===== src/rtl/conv_pkg.sv =====
// Shared types for the convolution feed scheduler: FSM state encoding and
// the widths of the result-position count N and the tick counter t.
package conv_pkg;

  localparam int N_WIDTH = 16;
  localparam int T_WIDTH = 17;

  typedef logic [N_WIDTH-1:0] count_n_t;
  typedef logic [T_WIDTH-1:0] tick_t;

  typedef enum logic [2:0] {
    ST_IDLE,
    ST_CLEAR,
    ST_RUN,
    ST_FLUSH,
    ST_DONE
  } state_e;

  // Square of the kernel side. Any valid K is at most 3, so 16 bits is ample.
  function automatic count_n_t kernel_lanes(input count_n_t k);
    return count_n_t'(k * k);
  endfunction

  // Number of output positions along one image axis for kernel side k.
  function automatic count_n_t axis_positions(input count_n_t dim, input count_n_t k);
    return count_n_t'(dim - k + count_n_t'(1));
  endfunction

endpackage


===== src/rtl/conv_feed_scheduler_if.sv =====
// Control/status bundle between the convolution feed scheduler and the
// surrounding datapath (FIFOs, MAC array, result memory).
interface conv_feed_scheduler_if #(
  parameter int ARRAY_SIZE    = 9,
  parameter int DIM_DATA_SIZE = 8,
  parameter int ADDR_WIDTH    = 20
);

  logic                     start;
  logic [DIM_DATA_SIZE-1:0] Weight_size;
  logic [DIM_DATA_SIZE-1:0] image_height;
  logic [DIM_DATA_SIZE-1:0] image_width;
  logic [ADDR_WIDTH-1:0]    initial_address;
  logic [ARRAY_SIZE-1:0]    empty;

  logic [ARRAY_SIZE-1:0]    r_en;
  logic                     clear;
  logic                     out_valid;
  logic [ADDR_WIDTH-1:0]    out_addr;
  logic                     busy;
  logic                     done;
  logic                     cfg_err;

  // Scheduler side.
  modport master (
    input  start, Weight_size, image_height, image_width, initial_address, empty,
    output r_en, clear, out_valid, out_addr, busy, done, cfg_err
  );

  // Datapath / controller side.
  modport slave (
    output start, Weight_size, image_height, image_width, initial_address, empty,
    input  r_en, clear, out_valid, out_addr, busy, done, cfg_err
  );

endinterface


===== src/rtl/conv_lane_window.sv =====
// Read window of one FIFO lane: lane LANE reads during ticks
// LANE .. LANE+N-1, provided the lane is one of the L active kernel taps.
module conv_lane_window
  import conv_pkg::*;
#(
  parameter int LANE = 0
) (
  input  tick_t    t,
  input  count_n_t lanes,
  input  count_n_t positions,
  output logic     want
);

  localparam tick_t LANE_T = tick_t'(LANE);

  logic lane_active;
  logic started;
  logic not_finished;

  always_comb begin
    lane_active  = LANE_T < tick_t'(lanes);
    started      = LANE_T <= t;
    not_finished = t < (LANE_T + tick_t'(positions));
    want         = lane_active && started && not_finished;
  end

endmodule


===== src/rtl/conv_feed_scheduler.sv =====
// Sequences one convolution pass through the systolic MAC array: config check,
// clear pulse, diagonally skewed FIFO reads with global stall, result tagging.
module conv_feed_scheduler
  import conv_pkg::*;
#(
  parameter int ARRAY_SIZE    = 9,
  parameter int DIM_DATA_SIZE = 8,
  parameter int ADDR_WIDTH    = 20,
  parameter int PIPE_LAT      = 9
) (
  input logic                  s_clk,
  input logic                  reset,
  conv_feed_scheduler_if.master bus
);

  localparam int FLUSH_W = $clog2(PIPE_LAT + 1);

  typedef logic [ARRAY_SIZE-1:0] lane_mask_t;
  typedef logic [FLUSH_W-1:0]    flush_cnt_t;

  // ---------------------------------------------------------------------------
  // Configuration decode (combinational on the live inputs, latched at start)
  // ---------------------------------------------------------------------------
  count_n_t   k_in;
  count_n_t   h_in;
  count_n_t   w_in;
  count_n_t   lanes_in;
  count_n_t   positions_in;
  tick_t      last_tick_in;
  lane_mask_t last_mask_in;
  logic       cfg_ok;

  always_comb begin
    k_in         = count_n_t'(bus.Weight_size);
    h_in         = count_n_t'(bus.image_height);
    w_in         = count_n_t'(bus.image_width);
    lanes_in     = kernel_lanes(k_in);
    positions_in = count_n_t'(axis_positions(h_in, k_in) * axis_positions(w_in, k_in));
    // The final read is issued by lane L-1 at tick (L-1)+(N-1).
    last_tick_in = tick_t'(lanes_in) + tick_t'(positions_in) - tick_t'(2);
    last_mask_in = lane_mask_t'(1) << (lanes_in - count_n_t'(1));
    cfg_ok       = (k_in != '0) &&
                   (k_in <= h_in) &&
                   (k_in <= w_in) &&
                   (lanes_in <= count_n_t'(ARRAY_SIZE));
  end

  // ---------------------------------------------------------------------------
  // Pass state
  // ---------------------------------------------------------------------------
  state_e     state;
  tick_t      t;
  count_n_t   lanes_q;
  count_n_t   positions_q;
  tick_t      last_tick_q;
  lane_mask_t last_mask_q;
  flush_cnt_t flush_cnt;
  logic       clear_q;
  logic       done_q;
  logic       cfg_err_q;
  logic       busy_q;

  // ---------------------------------------------------------------------------
  // Per-lane read windows and global stall
  // ---------------------------------------------------------------------------
  lane_mask_t want;
  logic       stall;
  logic       advance;
  logic       last_lane_read;

  for (genvar k = 0; k < ARRAY_SIZE; k++) begin : g_lane
    conv_lane_window #(
      .LANE (k)
    ) u_window (
      .t         (t),
      .lanes     (lanes_q),
      .positions (positions_q),
      .want      (want[k])
    );
  end

  // Reads must react to empty within the same cycle, so r_en is decoded from
  // registered state and the live empty flags rather than registered itself.
  // A stall freezes every lane together, which preserves the diagonal skew.
  always_comb begin
    stall          = |(want & bus.empty);
    advance        = (state == ST_RUN) && !stall;
    bus.r_en       = advance ? want : '0;
    last_lane_read = |(bus.r_en & last_mask_q);
  end

  // ---------------------------------------------------------------------------
  // Control FSM
  // ---------------------------------------------------------------------------
  always_ff @(posedge s_clk) begin
    // NOTE: reset is sampled on the clock edge only; there is no asynchronous path.
    if (reset) begin
      state       <= ST_IDLE;
      t           <= '0;
      lanes_q     <= '0;
      positions_q <= '0;
      last_tick_q <= '0;
      last_mask_q <= '0;
      flush_cnt   <= '0;
      clear_q     <= 1'b0;
      done_q      <= 1'b0;
      cfg_err_q   <= 1'b0;
      busy_q      <= 1'b0;
    end else begin
      // NOTE: sequential state uses non-blocking assignments so every register
      // samples pre-edge values; pulses default low and are set for one cycle.
      clear_q   <= 1'b0;
      done_q    <= 1'b0;
      cfg_err_q <= 1'b0;

      unique case (state)
        ST_IDLE: begin
          if (bus.start) begin
            if (cfg_ok) begin
              lanes_q     <= lanes_in;
              positions_q <= positions_in;
              last_tick_q <= last_tick_in;
              last_mask_q <= last_mask_in;
              clear_q     <= 1'b1;
              busy_q      <= 1'b1;
              state       <= ST_CLEAR;
            end else begin
              cfg_err_q <= 1'b1;
            end
          end
        end

        ST_CLEAR: begin
          t     <= '0;
          state <= ST_RUN;
        end

        ST_RUN: begin
          if (!stall) begin
            t <= t + 1'b1;
            if (t == last_tick_q) begin
              flush_cnt <= flush_cnt_t'(PIPE_LAT - 1);
              state     <= ST_FLUSH;
            end
          end
        end

        // Let the last reads travel through the array before signalling done.
        ST_FLUSH: begin
          if (flush_cnt == '0) begin
            done_q <= 1'b1;
            state  <= ST_DONE;
          end else begin
            flush_cnt <= flush_cnt - 1'b1;
          end
        end

        ST_DONE: begin
          busy_q <= 1'b0;
          state  <= ST_IDLE;
        end

        default: begin
          busy_q <= 1'b0;
          state  <= ST_IDLE;
        end
      endcase
    end
  end

  // ---------------------------------------------------------------------------
  // Result tagging: a last-lane read emerges at macout PIPE_LAT cycles later,
  // independent of later stalls, so the delay line shifts every cycle.
  // ---------------------------------------------------------------------------
  logic [PIPE_LAT-1:0]   result_pipe;
  logic [ADDR_WIDTH-1:0] out_addr_q;

  always_ff @(posedge s_clk) begin
    if (reset) begin
      result_pipe <= '0;
    end else begin
      result_pipe <= {result_pipe[PIPE_LAT-2:0], last_lane_read};
    end
  end

  always_ff @(posedge s_clk) begin
    if (reset) begin
      out_addr_q <= '0;
    end else if ((state == ST_IDLE) && bus.start && cfg_ok) begin
      out_addr_q <= bus.initial_address;
    end else if (result_pipe[PIPE_LAT-1]) begin
      out_addr_q <= out_addr_q + 1'b1;
    end
  end

  assign bus.clear     = clear_q;
  assign bus.done      = done_q;
  assign bus.cfg_err   = cfg_err_q;
  assign bus.busy      = busy_q;
  assign bus.out_valid = result_pipe[PIPE_LAT-1];
  assign bus.out_addr  = out_addr_q;

endmodule

===== src/flat_wrapper.sv =====
// flat-port wrapper written by rule: the top's interface ports become plain ports
module conv_feed_scheduler_flat import conv_pkg::*;
#(
  parameter int ARRAY_SIZE    = 9,
  parameter int DIM_DATA_SIZE = 8,
  parameter int ADDR_WIDTH    = 20,
  parameter int PIPE_LAT      = 9
)
  (s_clk, reset, bus_start, bus_Weight_size, bus_image_height, bus_image_width, bus_initial_address, bus_empty, bus_r_en, bus_clear, bus_out_valid, bus_out_addr, bus_busy, bus_done, bus_cfg_err);
  conv_feed_scheduler_if #(.ARRAY_SIZE(ARRAY_SIZE), .DIM_DATA_SIZE(DIM_DATA_SIZE), .ADDR_WIDTH(ADDR_WIDTH)) bus_i ();
  input logic s_clk;
  input logic reset;
  input wire logic [$bits(bus_i.start)-1:0] bus_start;
  input wire logic [$bits(bus_i.Weight_size)-1:0] bus_Weight_size;
  input wire logic [$bits(bus_i.image_height)-1:0] bus_image_height;
  input wire logic [$bits(bus_i.image_width)-1:0] bus_image_width;
  input wire logic [$bits(bus_i.initial_address)-1:0] bus_initial_address;
  input wire logic [$bits(bus_i.empty)-1:0] bus_empty;
  output wire logic [$bits(bus_i.r_en)-1:0] bus_r_en;
  output wire logic [$bits(bus_i.clear)-1:0] bus_clear;
  output wire logic [$bits(bus_i.out_valid)-1:0] bus_out_valid;
  output wire logic [$bits(bus_i.out_addr)-1:0] bus_out_addr;
  output wire logic [$bits(bus_i.busy)-1:0] bus_busy;
  output wire logic [$bits(bus_i.done)-1:0] bus_done;
  output wire logic [$bits(bus_i.cfg_err)-1:0] bus_cfg_err;
  assign bus_i.start = bus_start;
  assign bus_i.Weight_size = bus_Weight_size;
  assign bus_i.image_height = bus_image_height;
  assign bus_i.image_width = bus_image_width;
  assign bus_i.initial_address = bus_initial_address;
  assign bus_i.empty = bus_empty;
  assign bus_r_en = bus_i.r_en;
  assign bus_clear = bus_i.clear;
  assign bus_out_valid = bus_i.out_valid;
  assign bus_out_addr = bus_i.out_addr;
  assign bus_busy = bus_i.busy;
  assign bus_done = bus_i.done;
  assign bus_cfg_err = bus_i.cfg_err;
  conv_feed_scheduler #(.ARRAY_SIZE(ARRAY_SIZE), .DIM_DATA_SIZE(DIM_DATA_SIZE), .ADDR_WIDTH(ADDR_WIDTH), .PIPE_LAT(PIPE_LAT)) u_core (.s_clk(s_clk), .reset(reset), .bus(bus_i));
endmodule

===== config.mk =====
export PLATFORM = sky130hd
export DESIGN_NAME = conv_feed_scheduler_flat
export DESIGN_NICKNAME = d
export VERILOG_FILES = /design/src/rtl/conv_pkg.sv /design/src/rtl/conv_feed_scheduler_if.sv /design/src/rtl/conv_lane_window.sv /design/src/rtl/conv_feed_scheduler.sv /design/src/flat_wrapper.sv
export SDC_FILE = /design/constraint.sdc
export NUM_CORES = 1
export LEC_CHECK = 0
export ABC_AREA = 1
export CAP_MARGIN = 40
export CORE_UTILIZATION = 45
export CTS_CLUSTER_SIZE = 30
export DETAILED_ROUTE_END_ITERATION = 8
export PLACE_DENSITY_LB_ADDON = 0.25
export SLEW_MARGIN = 20
export SYNTH_ARGS = -nofsm -noshare
export SYNTH_HDL_FRONTEND = slang
export SYNTH_HIERARCHICAL = 1
export SYNTH_SLANG_ARGS = --single-unit

===== constraint.sdc =====
create_clock -name s_clk -period 20.7 [get_ports s_clk]
set_input_delay 4.14 -clock s_clk [delete_from_list [all_inputs] [get_ports s_clk]]
set_output_delay 4.14 -clock s_clk [all_outputs]
set_load 0.03 [all_outputs]

## Word-level counts from Yosys, hierarchy flattened

Index checks and enable logic that the tools add are counted.

| storage, ports and cells | value |
|---|---|
| logic and storage cells | 142 |
| flip-flop bits (word level) | 115 |
| input port bits | 56 |

| cells by class | value |
|---|---|
| order comparisons | 30 |
| add/sub/neg operators | 18 |
| multiply operators | 2 |
| reductions and logical operators | 41 |
| bitwise gates (word level) | 6 |
| mux-type cells | 21 |
| shift operators | 1 |
| eq/ne operators | 10 |

Operators with widths:

| operator | number |
|---|---|
| 17-bit < comparator | 8 |
| 3-bit by 16-bit adder with 17-bit output (first input constant) | 4 |
| 3-bit by 17-bit less-or-equal comparator with 1-bit output (first input constant) | 4 |
| 3-bit by 16-bit < comparator with 1-bit output (first input constant) | 4 |
| 20-bit 2-to-1 mux | 2 |
| 2-bit by 16-bit adder with 17-bit output (first input constant) | 2 |
| 1-bit by 17-bit less-or-equal comparator with 1-bit output (first input constant) | 2 |
| 2-bit by 17-bit less-or-equal comparator with 1-bit output (first input constant) | 2 |
| 17-bit one-hot mux with 2 select lines | 1 |
| 16-bit by 1-bit adder with 16-bit output (second input constant) | 2 |
| 1-bit by 16-bit < comparator with 1-bit output (first input constant) | 2 |
| 2-bit by 16-bit < comparator with 1-bit output (first input constant) | 2 |
| 1-bit logical AND | 24 |
| 20-bit by 1-bit adder with 20-bit output (second input constant) | 1 |
| 9-bit bitwise AND | 2 |
| 9-bit OR reduction | 2 |
| 8-bit by 8-bit subtractor with 9-bit output | 2 |
| 1-bit by 16-bit adder with 17-bit output (first input constant) | 1 |
| 16-bit by 16-bit adder with 17-bit output | 1 |
| 17-bit by 1-bit adder with 17-bit output (second input constant) | 1 |
| 4-bit by 16-bit adder with 17-bit output (first input constant) | 1 |
| 17-bit == test | 1 |
| 4-bit by 17-bit less-or-equal comparator with 1-bit output (first input constant) | 1 |
| 17-bit by 16-bit < comparator with 1-bit output | 1 |
| other kinds (33) | 56 |

## Depth between registers and ports, before layout

| depth | value |
|---|---|
| word-level depth | 10 |
| depth in mapped cells | 49 |
| gate-level depth less buffers | 48 |

## Modules after synthesis

The synthesis kept the hierarchy.

By module, submodules not included:

| module | times used | cells each | seq. area each (sq um) | area each (sq um) |
|---|---|---|---|---|
| conv_feed_scheduler | 1 | 1777 | 2282.2 | 12343.1 |
| conv_lane_window at u_core.g_lane[7].u_window | 1 | 139 | 0.0 | 863.3 |
| conv_lane_window at u_core.g_lane[3].u_window | 1 | 145 | 0.0 | 832.0 |
| conv_lane_window at u_core.g_lane[6].u_window | 1 | 142 | 0.0 | 828.3 |
| conv_lane_window at u_core.g_lane[1].u_window | 1 | 137 | 0.0 | 824.5 |
| conv_lane_window at u_core.g_lane[5].u_window | 1 | 145 | 0.0 | 810.8 |
| conv_lane_window at u_core.g_lane[2].u_window | 1 | 138 | 0.0 | 794.5 |
| conv_lane_window at u_core.g_lane[8].u_window | 1 | 134 | 0.0 | 787.0 |
| conv_lane_window at u_core.g_lane[4].u_window | 1 | 131 | 0.0 | 770.7 |
| conv_lane_window at u_core.g_lane[0].u_window | 1 | 90 | 0.0 | 493.0 |

## Least setup slack after synthesis

Ideal clock, no wire load.

| timing path | value |
|---|---|
| path type | input port to flip-flop |
| start point | input port bus_Weight_size[1] |
| end point | register u_core.last_tick_q[15] |
| arrival | 11.744 ns |
| setup slack | 8.842 ns |
| required time | 20.585 ns |
| stages on the path | 42 |
| cell sequence | clkbuf_1 > inv_1 > fa_1 > ha_1 > inv_1 > nor2_1 > nand3_1 > nor2_1 > nand3_1 > nor2_1 > xor2_1 > nand2_1 > fa_1 > fa_1 > inv_1 > fa_1 > fa_1 > inv_1 > (+6 left out) > nand2_1 > nand2_1 > o21ai_0 > xor2_1 > inv_1 > ha_1 > inv_1 > ha_1 > nand2_1 > nor2_1 > a211oi_1 > nand3_1 > a21oi_1 > nor2_1 > nor2_1 > xor2_1 > a21oi_1 > o21a_1 |

| between the ends | value |
|---|---|
| cells in the longest elaborated chain, start to end | 5 |
| elaborated cells between the ends (all ways) | 16 |
| classes of those cells | add/sub: 6; mul: 2; order compare: 3; reduce/logical: 5 |

Ends and longest elaborated chain:

| item | line | RTL |
|---|---|---|
| from (decl) | flat_wrapper.sv:14 | `input wire logic [$bits(bus_i.Weight_size)-1:0] bus_Weight_size;` |
| 8-bit by 8-bit subtractor with 9-bit output (tied with other cells) | conv_pkg.sv:26 | `return count_n_t'(dim - k + count_n_t'(1));` |
| 16-bit by 1-bit adder with 16-bit output / 1-bit logical AND (equally long branches) | conv_pkg.sv:26, conv_feed_scheduler.sv:42 |  |
| 16-bit by 16-bit multiplier with 16-bit output / 1-bit logical AND (equally long branches) | conv_feed_scheduler.sv:38, conv_feed_scheduler.sv:43 |  |
| 16-bit by 16-bit adder with 17-bit output / 1-bit logical AND (equally long branches) | conv_feed_scheduler.sv:40, conv_feed_scheduler.sv:44 |  |
| 17-bit by 2-bit subtractor with 17-bit output / 3-bit AND reduction (equally long branches) | n/a |  |
| to (signal assigned) | conv_feed_scheduler.sv:122 | `last_tick_q <= last_tick_in;` |
| to (decl) | conv_feed_scheduler.sv:55 | `tick_t last_tick_q;` |

Several ways; a longest one is shown, not always the timed one.
A chain may end at the register's enable or synchronous reset.

## Worst setup path after layout

| timing path | value |
|---|---|
| start point | input port bus_Weight_size[0] |
| end point | register u_core.last_tick_q[15] |

Same word-level chain as after synthesis.

==> run metrics <==
Clock Pin Slew Worst Setup and Hold Paths 50 ps; max_cap viols 0; Hold WC Path Type reg2reg; Worst-Skew Late Latency 410 ps; critical path endpoint category flop; core area around 0.042 mm^2; Slew Viols, Final 0; main area contributors after synthesis ha_1 (18%), nand2_1 (13%), dfxtp_1 (12%); final setup violation count 0; Netlist cell types 59; final hold vios 0; Post-CTS Setup Inserts 0; most common cell after layout, fill and taps aside nand2_1; Slew @ Worst Pin 864 ps; GRT overflow 0; I/O pins 90; Avg WL per Cell 15.5 um; Worst path slowest cell clkdlybuf4s50_1; I/O Buffers slightly below 90; Sum Neg Setup Slack 0 ps; Worst Clk Skew 12.5 ps; clock tree buffer depth 2; drt initial violations roughly 1300; area leader, netlist ha_1; DR pass1 iterations 6; nets@finish 3521; Worst Setup Path Type in2reg; Die ar. 0.0438 mm^2; share of the synthesized area in the top cell type 17.7%; largest net degree at the start of global routing 71; area grow syn2layout 12.0%; DR vias/cell approximately 5.3; Resize count post-CTS 0; Die Y roughly 210 um; FILL cells between 4000 and 5000; Cells after Synth roughly 3000; first-pass GRT wire length 92.8 mm; WL final 56.5 mm; post-route ant nets 0; layout cells sized above 1 5.63%; vias in the first global route between 15000 and 20000; CTS sink cnt 114; CTS tree done; Worst Path Arrival 13220 ps; Root Buffer clkbuf_16; CP max FO 15; n_diodes 0; CTS Buf Count 17; row count 75; via count 19200; initial antenna violation count 0; Slew HR 42.3%; outcome completed; GRT Total Usage 26.0%; detailed placement HPWL 43.7 mm; DRC Markers 0; CP max stage delay a little over 900 ps; #FFs+latches synth 114; Final period util 62.5%; CP Launch Type primary input; Final min period 12930 ps; Ys Warns 6; Mapped Area 0.0193 mm^2; fmax between 70 and 80 MHz; unrepaired setup endpoints after global routing no; placer congestion estimate 0.926; most used cell, CP inv_1; chip width ~210 um; most frequent cells in the layout nand2_1 (687), inv_1 (522), nor2_1 (432); Seq/Total Area, Yosys 11.8%; hold buffers post-CTS 0; H-Tree Depth 4; starting density of the core between 40% and 50%; Post-Syn Area per Cell 6.50 um^2; CP required 20990 ps
sequential cells by signal (all words and copies together), names as in the netlist:
| register | count |
|---|---|
| u_core/t | 17 |
| u_core/last_mask_q | 9 |
| u_core/state | 3 |
| u_core/bus.out_addr | 20 |
| u_core/last_tick_q | 17 |
| u_core/lanes_q | 15 |
| u_core/bus.busy | 1 |
| u_core/flush_cnt | 4 |
| u_core/result_pipe | 9 |
| u_core/bus.clear | 1 |
| u_core/bus.done | 1 |
| u_core/positions_q | 16 |
| u_core/bus.cfg_err | 1 |
cell families after synthesis:
| logic type | share of synthesized area, % |
|---|---|
| xor gates and xnor gates | 7.70 |
| other | 0.0388 |
| DFF | 11.8 |
| buffers and inverters | 11.4 |
| adders and majority gates | 27.8 |
| AOI/OAI and AO/OA | 8.03 |
| and+or+nand+nor | 33.3 |
per-layer routing:
layer	GRT usage [%]	wire, um
met1	31.5	24200
met2	48.0	28200
met3	1.74	2190
met4	9.43	1920
met5	0	0
cells in the mapped netlist, drive strengths merged:
cell type / n
clkinv: 6
or2: 16
clkbuf: 22
nor2: 463
a21boi: 4
fa: 97
nand4: 45
inv: 529
and2: 6
o211ai: 3
a22oi: 1
o2111ai: 2
a31o: 3
o31ai: 3
nor3: 42
a21o: 12
a31oi: 5
dfxtp: 114
and3: 1
ha: 274
nand2: 706
buf: 15
o22ai: 1
o21ai: 71
xor2: 113
conb: 2
a21oi: 146
a22o: 3
nand3b: 9
a211oi: 6
o21bai: 3
nand3: 166
nor4: 13
nor3b: 5
and3b: 1
xnor2: 57
o21a: 13
worst max-delay path, delay by kind of cell:
family | cells | cell delay (ps)
AO/OA/AOI/OAI | 5 | 820
XOR/XNOR | 3 | 670
adder cells (fa/ha/maj) | 11 | 4510
buffers and inverters | 9 | 1360
AND/OR/NAND/NOR | 15 | 1730
cell type report:
cell class	count	area [um^2]	share of cell area, %
Clock buffer	21	470	2.17
Clock inverter	10	156	0.722
Inverter	535	2010	9.28
Multi-Input combinational cell	2299	14900	68.7
Sequential cell	114	2280	10.5
Tap cell	539	674	3.11
Timing Repair Buffer	127	1190	5.50
stage by stage:
stage / setup WS (ps) / cell area [um^2] / instances / util, % / hold slack [ps]
6_report: 7770 / 21700 / 3645 / 51.4 / 402
5_1_grt: 7000 / 21700 / 3645 / 51.4 / 417
4_1_cts: 7800 / 21600 / 3644 / 51.4 / 403
3_5_place_dp: 7420 / 21000 / 3613 / 49.9 / 395
3_3_place_gp: 7510 / 21000 / 3612 / 49.9 / 390
2_1_floorplan: 8840 / 19400 / 2985 / - / 388
final timing paths:
| check | start | end | slack [ps] | cells after the start |
|---|---|---|---|---|
| hold reg to reg | u_core/result_pipe[5] | u_core/result_pipe[6] | 400 | 2 |
| setup reg to reg | u_core/positions_q[6] | u_core/t[13] | 15400 | 26 |
| hold / removal | u_core/result_pipe[5] | u_core/result_pipe[6] | 400 | 2 |
| setup / recovery | bus_Weight_size[0] | u_core/last_tick_q[15] | 7770 | 43 |
Power is not shown: default switching activity piles up to over one toggle a cycle in this logic, so the estimate is an artifact.
